**src/rtl/car_sensor_emulator.sv**
```systemverilog
// car_sensor_emulator - two-beam (a,b) car enter/exit waveform generator.
// Optional backout sequences enabled by defining CAR_EMU_BACKOUT_EN.
module car_sensor_emulator #(
  parameter int DWELL_W = 16
) (
  input  logic               clk,
  input  logic               reset,
  input  logic               cmd_valid,
  output logic               cmd_ready,
  input  logic               cmd_dir,
  input  logic [DWELL_W-1:0] cmd_dwell,
`ifdef CAR_EMU_BACKOUT_EN
  input  logic               cmd_backout,
`endif
  output logic               a,
  output logic               b,
  output logic               busy,
  output logic               done
);

  typedef enum logic [2:0] {
    IDLE = 3'd0,
    PH1  = 3'd1,
    PH2  = 3'd2,
    PH3  = 3'd3,
    GAP  = 3'd4
  } state_t;

  localparam logic [DWELL_W-1:0] ONE = {{(DWELL_W-1){1'b0}}, 1'b1};

  state_t             state_q, state_d;
  logic [DWELL_W-1:0] cnt_q, cnt_d;
  logic [DWELL_W-1:0] dwell_q, dwell_d;
  logic               dir_q, dir_d;
  logic               backout_q, backout_d;
  logic               a_q, a_d;
  logic               b_q, b_d;
  logic               backout_in;

`ifdef CAR_EMU_BACKOUT_EN
  assign backout_in = cmd_backout;
`else
  assign backout_in = 1'b0;
`endif

  always_comb begin
    state_d   = state_q;
    cnt_d     = cnt_q;
    dwell_d   = dwell_q;
    dir_d     = dir_q;
    backout_d = backout_q;
    case (state_q)
      IDLE: begin
        if (cmd_valid) begin
          state_d   = PH1;
          dir_d     = cmd_dir;
          backout_d = backout_in;
          dwell_d   = (cmd_dwell == '0) ? ONE : cmd_dwell;
          cnt_d     = dwell_d - ONE;
        end
      end
      PH1, PH2, PH3: begin
        if (cnt_q == '0) begin
          state_d = (state_q == PH1) ? PH2 : (state_q == PH2) ? PH3 : GAP;
          cnt_d   = dwell_q - ONE;
        end else begin
          cnt_d = cnt_q - ONE;
        end
      end
      GAP: begin
        if (cnt_q == '0) begin
          state_d = IDLE;
          cnt_d   = '0;
        end else begin
          cnt_d = cnt_q - ONE;
        end
      end
      default: begin
        state_d = IDLE;
        cnt_d   = '0;
      end
    endcase
  end

  // Beams are decoded from the next state so a/b are plain flops aligned to phase entry.
  always_comb begin
    a_d = 1'b0;
    b_d = 1'b0;
    case (state_d)
      PH1: begin
        a_d = ~dir_d;
        b_d = dir_d;
      end
      PH2: begin
        a_d = 1'b1;
        b_d = 1'b1;
      end
      PH3: begin
        a_d = backout_d ? ~dir_d : dir_d;
        b_d = backout_d ? dir_d : ~dir_d;
      end
      default: begin
        a_d = 1'b0;
        b_d = 1'b0;
      end
    endcase
  end

  always_ff @(posedge clk or negedge reset) begin
    if (!reset) begin
      state_q   <= IDLE;
      cnt_q     <= '0;
      dwell_q   <= '0;
      dir_q     <= 1'b0;
      backout_q <= 1'b0;
      a_q       <= 1'b0;
      b_q       <= 1'b0;
    end else begin
      state_q   <= state_d;
      cnt_q     <= cnt_d;
      dwell_q   <= dwell_d;
      dir_q     <= dir_d;
      backout_q <= backout_d;
      a_q       <= a_d;
      b_q       <= b_d;
    end
  end

  assign cmd_ready = (state_q == IDLE);
  assign busy      = (state_q != IDLE);
  assign done      = (state_q == GAP) && (cnt_q == '0);
  assign a         = a_q;
  assign b         = b_q;

endmodule

```
**config.mk**
```make
export PLATFORM = sky130hd
export DESIGN_NAME = car_sensor_emulator
export DESIGN_NICKNAME = d
export VERILOG_FILES = /design/src/rtl/car_sensor_emulator.sv
export SDC_FILE = /design/constraint.sdc
export NUM_CORES = 1
export LEC_CHECK = 0
export CAP_MARGIN = 20
export CORE_UTILIZATION = 65
export DETAILED_ROUTE_END_ITERATION = 6
export DONT_BUFFER_PORTS = 1
export PLACE_DENSITY = 0.91
export SLEW_MARGIN = 20
export SYNTH_ARGS = -nofsm -noshare
export SYNTH_HDL_FRONTEND = slang
export SYNTH_SLANG_ARGS = --single-unit
export TNS_END_PERCENT = 1
```
**constraint.sdc**
```tcl
create_clock -name clk -period 6 [get_ports clk]
set_input_delay 1.2 -clock clk [delete_from_list [all_inputs] [get_ports clk]]
set_output_delay 1.2 -clock clk [all_outputs]
set_load 0.005 [all_outputs]
```
# --- Word level (Yosys, flattened, before mapping) ---
# Cells that the tools add are included.
totals:
  regBits: 39
  latch_bits: 0
  ram_bits: 0
  mem_bits_ro: 0
  n_memories: 0
op_classes:
  addsub: 3
  mul: 0
  div_mod_pow: 0
  n_lt_le_gt_ge: 0
  n_eq_ne: 8
  n_shift: 0
  n_mux: 19
  n_bitwise: 1
  reduce_logical: 7
op_table:
  columns: ["op", "count"]
  rows:
  - ["$mux 16", 4]
  - ["$pmux 16 s3", 1]
  - ["$sub 16x1->16 const B", 3]
  - ["$logic_not 16->1", 2]
  - ["$mux 3", 5]
  - ["$eq 3x2->1 const B", 4]
  - ["$pmux 3 s3", 1]
  - ["$eq 3x1->1 const B", 2]
  - ["$mux 1", 6]
  - ["$pmux 1 s3", 2]
  - ["$eq 3x3->1 const B", 1]
  - ["$logic_not 3->1", 1]
  - ["$reduce_bool 3->1", 1]
  - ["$reduce_or 3->1", 1]
  - ["$ne 2x2->1 const B", 1]
  - ["$reduce_and 2->1", 1]
  - ["$logic_and 1x1->1", 1]
  - ["$not 1->1", 1]

# --- Longest topological paths before layout ---
# Gate-level depths: netlist of the first run.
logic_depth:
  ltp_word: 7
  ltp_mapped: 12

# --- Worst setup path after synthesis of the first run ---
# Ideal clock, no wire load.
synth_path:
  path_type: "input -> register"
  from: "input cmd_dwell[9]"
  to: "register cnt_q[14]"
  setup_ns: 0.126
  arrival_time_ns: 3.520
  t_required_ns: 5.874
  setup_slack_ns: 2.355
  stages: 12
  path_buffers: 1
  path_cell_list: "or4_4 or4_1 buf_2 nor2_1 nor2_1 ha_1 nor3b_1 or3b_4 nor3_2 xnor2_1 a21oi_1 a221o_1"
synth_between:
  elab_chain_cells: 5
synth_rtl:
  columns: ["item", "line", "text"]
  rows:
  - ["from (decl)", "11", "input logic [DWELL_W-1:0] cmd_dwell,"]
  - ["$logic_not 16->1", "58", "dwell_d = (cmd_dwell == '0) ? ONE : cmd_dwell;"]
  - ["$mux 16 (*)", "58", null]
  - ["$sub 16x1->16 (*)", "59", "cnt_d = dwell_d - ONE;"]
  - ["$mux 16 (*)", "54", "if (cmd_valid) begin"]
  - ["$pmux 16 s3 (*)", "52", "case (state_q)"]
  - ["to (signal assigned)", "120", "cnt_q <= cnt_d;"]
  - ["to (decl)", "32", "logic [DWELL_W-1:0] cnt_q, cnt_d;"]
# Every way passes the cells marked *; elsewhere a longest branch is shown, timed or not. The select of a mux whose other input is x is not followed.
# A chain may end at the register's enable or synchronous reset.

# --- Final worst setup path of the first run ---
layout_path:
  from: "input cmd_dwell[9]"
  to: "register cnt_q[10]"
# Same word-level chain as after synthesis.

==> results of run 1 <==
flip-flops by register name, indices dropped and copies added (netlist names):
name       flops
cnt_q         16
state_q        3
dir_q          1
b              1
backout_q      1
a              1
dwell_q       16
routing by layer:
metal  part of all wire (%)  up-vias  wire length [µm]  track usage, %
met4                    2.1        0               144           11.70
met5                      0        -                 0               0
met2                     47      140              3302           54.17
li1                       -     1132                 -               -
met3                     12       17               802           8.904
met1                     39     1183              2715           42.07
through the flow:
step / utilization, % / power (mW)
final: 70.19 / 0.5486
after global routing: 70.19 / 0.5635
after CTS: 70.19 / 0.5443
after detailed placement: 67.83 / 0.3577
after global placement: 67.83 / 0.3538
after floorplan: - / 0.3495
cell usage after synthesis, types with 3 or more instances:
library cell,n
o31ai_1,3
xor2_1,18
nor3_1,9
inv_1,10
or4_4,3
a31o_1,3
mux2_2,12
nor2_1,36
ha_1,4
o211ai_1,4
o41ai_1,3
a31oi_1,4
nand4_1,3
o21ai_0,10
or4_1,5
nor4_1,5
nand2_1,37
nor4_2,3
nand3_1,9
clkbuf_1,10
o22ai_1,3
dfrtp_1,39
or3_1,5
xnor2_1,13
buf_2,6
a21oi_1,25
final timing paths:
path,from,end,depth (start not counted)
worst max-delay path,cmd_dwell[9],cnt_q[10],11
worst min-delay path,dwell_q[15],dwell_q[15],2
worst max register to register,state_q[2],cnt_q[5],7
worst min register to register,dwell_q[15],dwell_q[15],2
max in group asynchronous,reset,cnt_q[11],0
min in group asynchronous,reset,dir_q,0
critical path: stages:
cell,delay (ns)
or4_4,0.54
or4_1,0.54
nor2_1,0.18
nor2_1,0.06
ha_1,0.21
nor3b_1,0.19
or3b_4,0.28
nor2_1,0.06
xnor2_1,0.21
a21oi_1,0.10
a31o_1,0.19
power by group:
group | internal, mW | switching [mW] | leakage, nW
registers | 0.276 | 0.0238 | 0.497
clock network | 0.0943 | 0.0988 | 0.0484
logic | 0.0287 | 0.0272 | 0.678
logic make-up after synthesis:
group / after synthesis / share of synthesized area [%]
compound gates: 72 / 17.37
flops: 39 / 35.65
mux: 15 / 6.079
simple gates: 131 / 25.05
xor+xnor: 31 / 9.918
fa+ha+maj: 4 / 1.828
buf+inv: 27 / 4.114
layout make-up:
cell class	instances	area share [%]
clock buffers	7	3.053
clock inverters	1	0.3097
inverters	10	1.327
multi-input cells	253	58.32
flip-flops and latches	39	34.51
well taps	50	2.212
repair buffers	1	0.2655
==> impl_metrics.csv, run 1 <==
group,metric,value,unit
run_status,status,"finished, final reports clean",
synth,syn-instance-count,319,
synth,synth-seq-cells,39,
final_layout,fill_cells,302,
synth,avgSynthCellArea,8.582,µm²
sta,maxSlewViolCount,0,
clocking,worstSkewPairLatency,0.30,ns
global_routing,antenna_found_initial,0,
final_layout,final_cell_mix,"39 x dfrtp_1, 37 x nand2_1, 36 x nor2_1",
detailed_routing,route.detailed.drc,0,
clocking,clock-sinks,39,
detailed_routing,wl_per_cell,19.29,µm
synth,synth_edf_count,0,
global_routing,grt_pass1_vias,2283,
clocking,postCtsSetupBuffers,0,
pwr,max-vdd-ir-drop,0.0001576,V
final_layout,areaGrowthSynthToFinish,3.291,%
clocking,postCtsResizedCells,0,
floorplanning,row_count,23,
sta,period_minus_slack,3.568,ns
flow_run,maxCapViolCount,0,
synth,yosys_most_used_dff,"dfrtp_1",
floorplanning,ios,25,
clocking,cts_tree,"done",
place,port_buffers,0,
worst_hold_path,hold_path.class,"reg2reg",
sta,fin_crit_sh,59.46,%
synth,ys_types,56,
detailed_routing,routed_wirelength,6965,µm
clocking,cts_buffers,5,
synth,synth_top_area_share,35.65,%
floorplanning,core,4029,µm²
place,place_congestion,0.9185,
worst_setup_path,cp_max_fo,6,
final_layout,final_area,2828,µm²
pwr,powerDensity,194.0,nW/µm²
final_layout,multi_input_area,1649,µm²
sta,fin_ws,2.432,ns
synth,syn_area,2738,µm²
clocking,clk_pin_slew_worst_paths,0.08,ns
worst_setup_path,crit_path_end_kind,"flip-flop",
floorplanning,die_w,66.90,µm
final_layout,drive_gt1_share,11.25,%
synth,async_flop_share,100.0,%
final_layout,fin_cells,361,
synth,synth_nets,343,
synth,yosys-top-cells-area,"dfrtp_1 36%, xor2_1 5.8%, nand2_1 5.1%",
detailed_routing,dr.pass1.iters,5,
sta,clock-skew-final,0.01057,ns
synth,yosysSeqAreaShare,35.65,%
worst_setup_path,worst-endpoint-arrival,3.76,ns
clocking,cts_buffer_depth,2,
clocking,postCtsHoldBufs,0,
sta,rsz0062_at_grt,"no",
worst_setup_path,r2r_slack,3.23,ns
clocking,htreeDepth,2,
place,dp_cells,353,
sta,slew_headroom,44.97,%
final_layout,nets,334,
detailed_routing,vias_per_cell,6.848,
global_routing,grt_usage,33.26,%
sta,hold_viol,0,
worst_setup_path,required,6.19,ns
sta,holdWs,0.5073,ns
global_routing,grt_overflow,0,
final_layout,diodes,0,
floorplanning,die_area,4475,µm²
clocking,root_buffer,"clkbuf_8",
place,dpl_cell_area,2733,µm²
pwr,leakage,1.223,nW
global_routing,grt_pass1_wl,10870,µm
global_routing,grt_max_degree,40,
sta,setup_viol,0,
floorplanning,dieHeight,66.90,µm
worst_setup_path,critPathKind,"in2reg",
place,hpwlAfterDp,5000,µm
detailed_routing,drt_iter0_markers,227,
floorplanning,initial_core_util,67.95,%
detailed_routing,ant_nets,0,
place,dp_slack,2.136,ns
sta,tightest_slew,0.8236,ns
sta,fmax,0.2803,GHz
detailed_routing,vias,2472,
worst_setup_path,start_kind,"input port",
sta,setup_tns,0,ns
final_layout,register_area,975.9,µm²
synth,synth_top_area_cell,"dfrtp_1",
final_layout,layout_commonest_cell,"dfrtp_1",
synth,synth_warnings,0,
Power figures use the tool's default switching activity.
==> run 2: changes to the inputs <==
--- a/config.mk
+++ b/config.mk
@@ -6,10 +6,10 @@
 export NUM_CORES = 1
 export LEC_CHECK = 0
 export CAP_MARGIN = 20
-export CORE_UTILIZATION = 65
+export CORE_UTILIZATION = 58
 export DETAILED_ROUTE_END_ITERATION = 6
 export DONT_BUFFER_PORTS = 1
-export PLACE_DENSITY = 0.91
+export PLACE_DENSITY = 0.86
 export SLEW_MARGIN = 20
 export SYNTH_ARGS = -nofsm -noshare
 export SYNTH_HDL_FRONTEND = slang
==> constraint.sdc (replaced) <==
create_clock -name clk -period 3.2 [get_ports clk]
set_input_delay 0.64 -clock clk [delete_from_list [all_inputs] [get_ports clk]]
set_output_delay 0.64 -clock clk [all_outputs]
set_load 0.005 [all_outputs]
==> impl_metrics.csv, run 2 (synthesis results as in run 1) <==
group,metric,value,unit
run_status,status,"finished, violations left",
run_status,violations,"design-rule violations",
worst_setup_path,rr_endpoint,"cnt_q[14]",
sta,maxSlewViolCount,0,
pwr,p_sw,276.8,µW
floorplanning,dieHeight,70.70,µm
sta,fin_crit_sh,89.69,%
pwr,pwr-share-clk,36.0,%
detailed_routing,wl_met2,3159,µm
place,dp_cells,360,
detailed_routing,dr.pass1.iters,7,
final_layout,diodes,0,
detailed_routing,routed-wl-met3,801,µm
final_layout,final_util,64.72,%
worst_setup_path,start_kind,"input port",
floorplanning,die_area,4998,µm²
clocking,clk_pin_slew_worst_paths,0.08,ns
detailed_routing,wl_per_cell,18.70,µm
global_routing,grt_max_degree,40,
sta,clock-skew-final,0.004345,ns
final_layout,fill_cells,332,
pwr,powerDensity,363.2,nW/µm²
global_routing,antenna_found_initial,0,
final_layout,nets,339,
sta,fin_ws,0.3300,ns
worst_hold_path,hold_path.class,"in2async",
detailed_routing,vias_per_cell,6.845,
pwr,power_frac_comb,10.2,%
sta,period_minus_slack,2.870,ns
worst_setup_path,cp_max_fo,6,
pwr,sequentialPowerShare,53.8,%
floorplanning,ios,25,
detailed_routing,ant_nets,0,
final_layout,layout_commonest_cell,"dfrtp_1",
global_routing,grt_overflow,0,
final_layout,register_area,975.9,µm²
worst_setup_path,r2r-start,"dwell_q[8]",
final_layout,drive_gt1_share,12.97,%
sta,hold_viol,0,
clocking,cts_buffers,5,
place,hpwlAfterDp,4904,µm
detailed_routing,routed_wirelength,6881,µm
clocking,postCtsSetupBuffers,0,
clocking,clock-sinks,39,
floorplanning,row_count,24,
pwr,p_int,767.8,µW
floorplanning,initial_core_util,61.60,%
place,dpl_cell_area,2773,µm²
final_layout,final_area,2877,µm²
flow_run,maxCapViolCount,0,
clocking,root_buffer,"clkbuf_8",
detailed_routing,vias,2519,
clocking,worstSkewPairLatency,0.29,ns
worst_setup_path,r2r_cells,6,
pwr,p_sw_share,26.50,%
clocking,cts_tree,"done",
global_routing,grt_usage,29.36,%
floorplanning,core,4444,µm²
detailed_routing,route.detailed.drc,2,
worst_setup_path,critPathKind,"in2reg",
worst_setup_path,crit_path_end_kind,"flip-flop",
sta,setup_tns,0,ns
floorplanning,die_w,70.70,µm
place,dp_slack,0.07043,ns
clocking,postCtsResizedCells,0,
worst_setup_path,required,3.38,ns
place,place_congestion,0.9564,
clocking,htreeDepth,2,
sta,fmax,0.3484,GHz
pwr,leakage,1.250,nW
final_layout,reg_top3,"cnt_q: 16 flops, dwell_q: 16 flops, state_q: 3 flops",
final_layout,multi_input_area,1649,µm²
place,port_buffers,0,
sta,setup_viol,0,
detailed_routing,top_layer,"met4",
final_layout,fin_cells,368,
pwr,max-vdd-ir-drop,0.0002623,V
final_layout,areaGrowthSynthToFinish,5.073,%
sta,tightest_slew,0.7745,ns
worst_setup_path,r2r_slack,0.75,ns
final_layout,final_cell_mix,"39 x dfrtp_1, 37 x nand2_1, 36 x nor2_1",
clocking,postCtsHoldBufs,0,
global_routing,grt_pass1_vias,2370,
global_routing,grt_pass1_wl,11530,µm
detailed_routing,wl_met1,2786,µm
sta,rsz0062_at_grt,"no",
clocking,cts_buffer_depth,2,
worst_setup_path,worst-endpoint-arrival,3.05,ns
sta,slew_headroom,48.36,%
detailed_routing,drt_iter0_markers,362,
[run 2: worst max path at each step]
stage / to / slack [ns] / depth (start not counted) / startpoint
after CTS: cnt_q[14] / 0.35 / 11 / cmd_dwell[9]
after floorplan: cnt_q[14] / 0.11 / 12 / cmd_dwell[9]
after global routing: cnt_q[14] / 0.22 / 11 / cmd_dwell[9]
after detailed placement: cnt_q[14] / 0.07 / 11 / cmd_dwell[9]
after global placement: cnt_q[14] / 0.10 / 11 / cmd_dwell[9]
final: cnt_q[14] / 0.33 / 11 / cmd_dwell[9]
[run 2: layer usage]
metal / vias to the layer above / track usage, %
li1: 1152 / -
met1: 1164 / 39.46
met2: 179 / 45.51
met3: 24 / 9.972
met4: 0 / 8.444
met5: - / 0
[run 2: power groups by stage]
stage | combinational, mW | sequential, mW | clock [mW]
after floorplan | 0.108 | 0.547 | 0
after detailed placement | 0.102 | 0.567 | 0
final | 0.107 | 0.562 | 0.376
after global routing | 0.125 | 0.566 | 0.397
after CTS | 0.104 | 0.559 | 0.376
after global placement | 0.0980 | 0.566 | 0
[run 2: per-stage QoR]
step | power [mW] | hold slack, ns
2_1_floorplan | 0.6553 | 0.3444
3_3_place_gp | 0.6645 | 0.3463
3_5_place_dp | 0.6693 | 0.3463
4_1_cts | 1.039 | 0.03667
5_1_grt | 1.088 | 0.02564
6_report | 1.045 | 0.03887
[run 2: critical path, stage by stage]
cell and delay (ns):
or4_4 0.55, or4_1 0.46, nor2_1 0.13, nor2_1 0.06
ha_1 0.22, nor3b_1 0.19, or3b_4 0.28, nor3_2 0.04
xnor2_1 0.14, a21oi_1 0.09, a221o_1 0.26
[run 2: area by class of cell]
| cell class | instances | share of cell area, % |
|---|---|---|
| Clock buffer | 7 | 3.349 |
| Clock inverter | 1 | 0.2610 |
| Tap cell | 52 | 2.262 |
| Inverter | 10 | 1.305 |
| Timing Repair Buffer | 6 | 1.566 |
| Multi-Input combinational cell | 253 | 57.33 |
| Sequential cell | 39 | 33.93 |
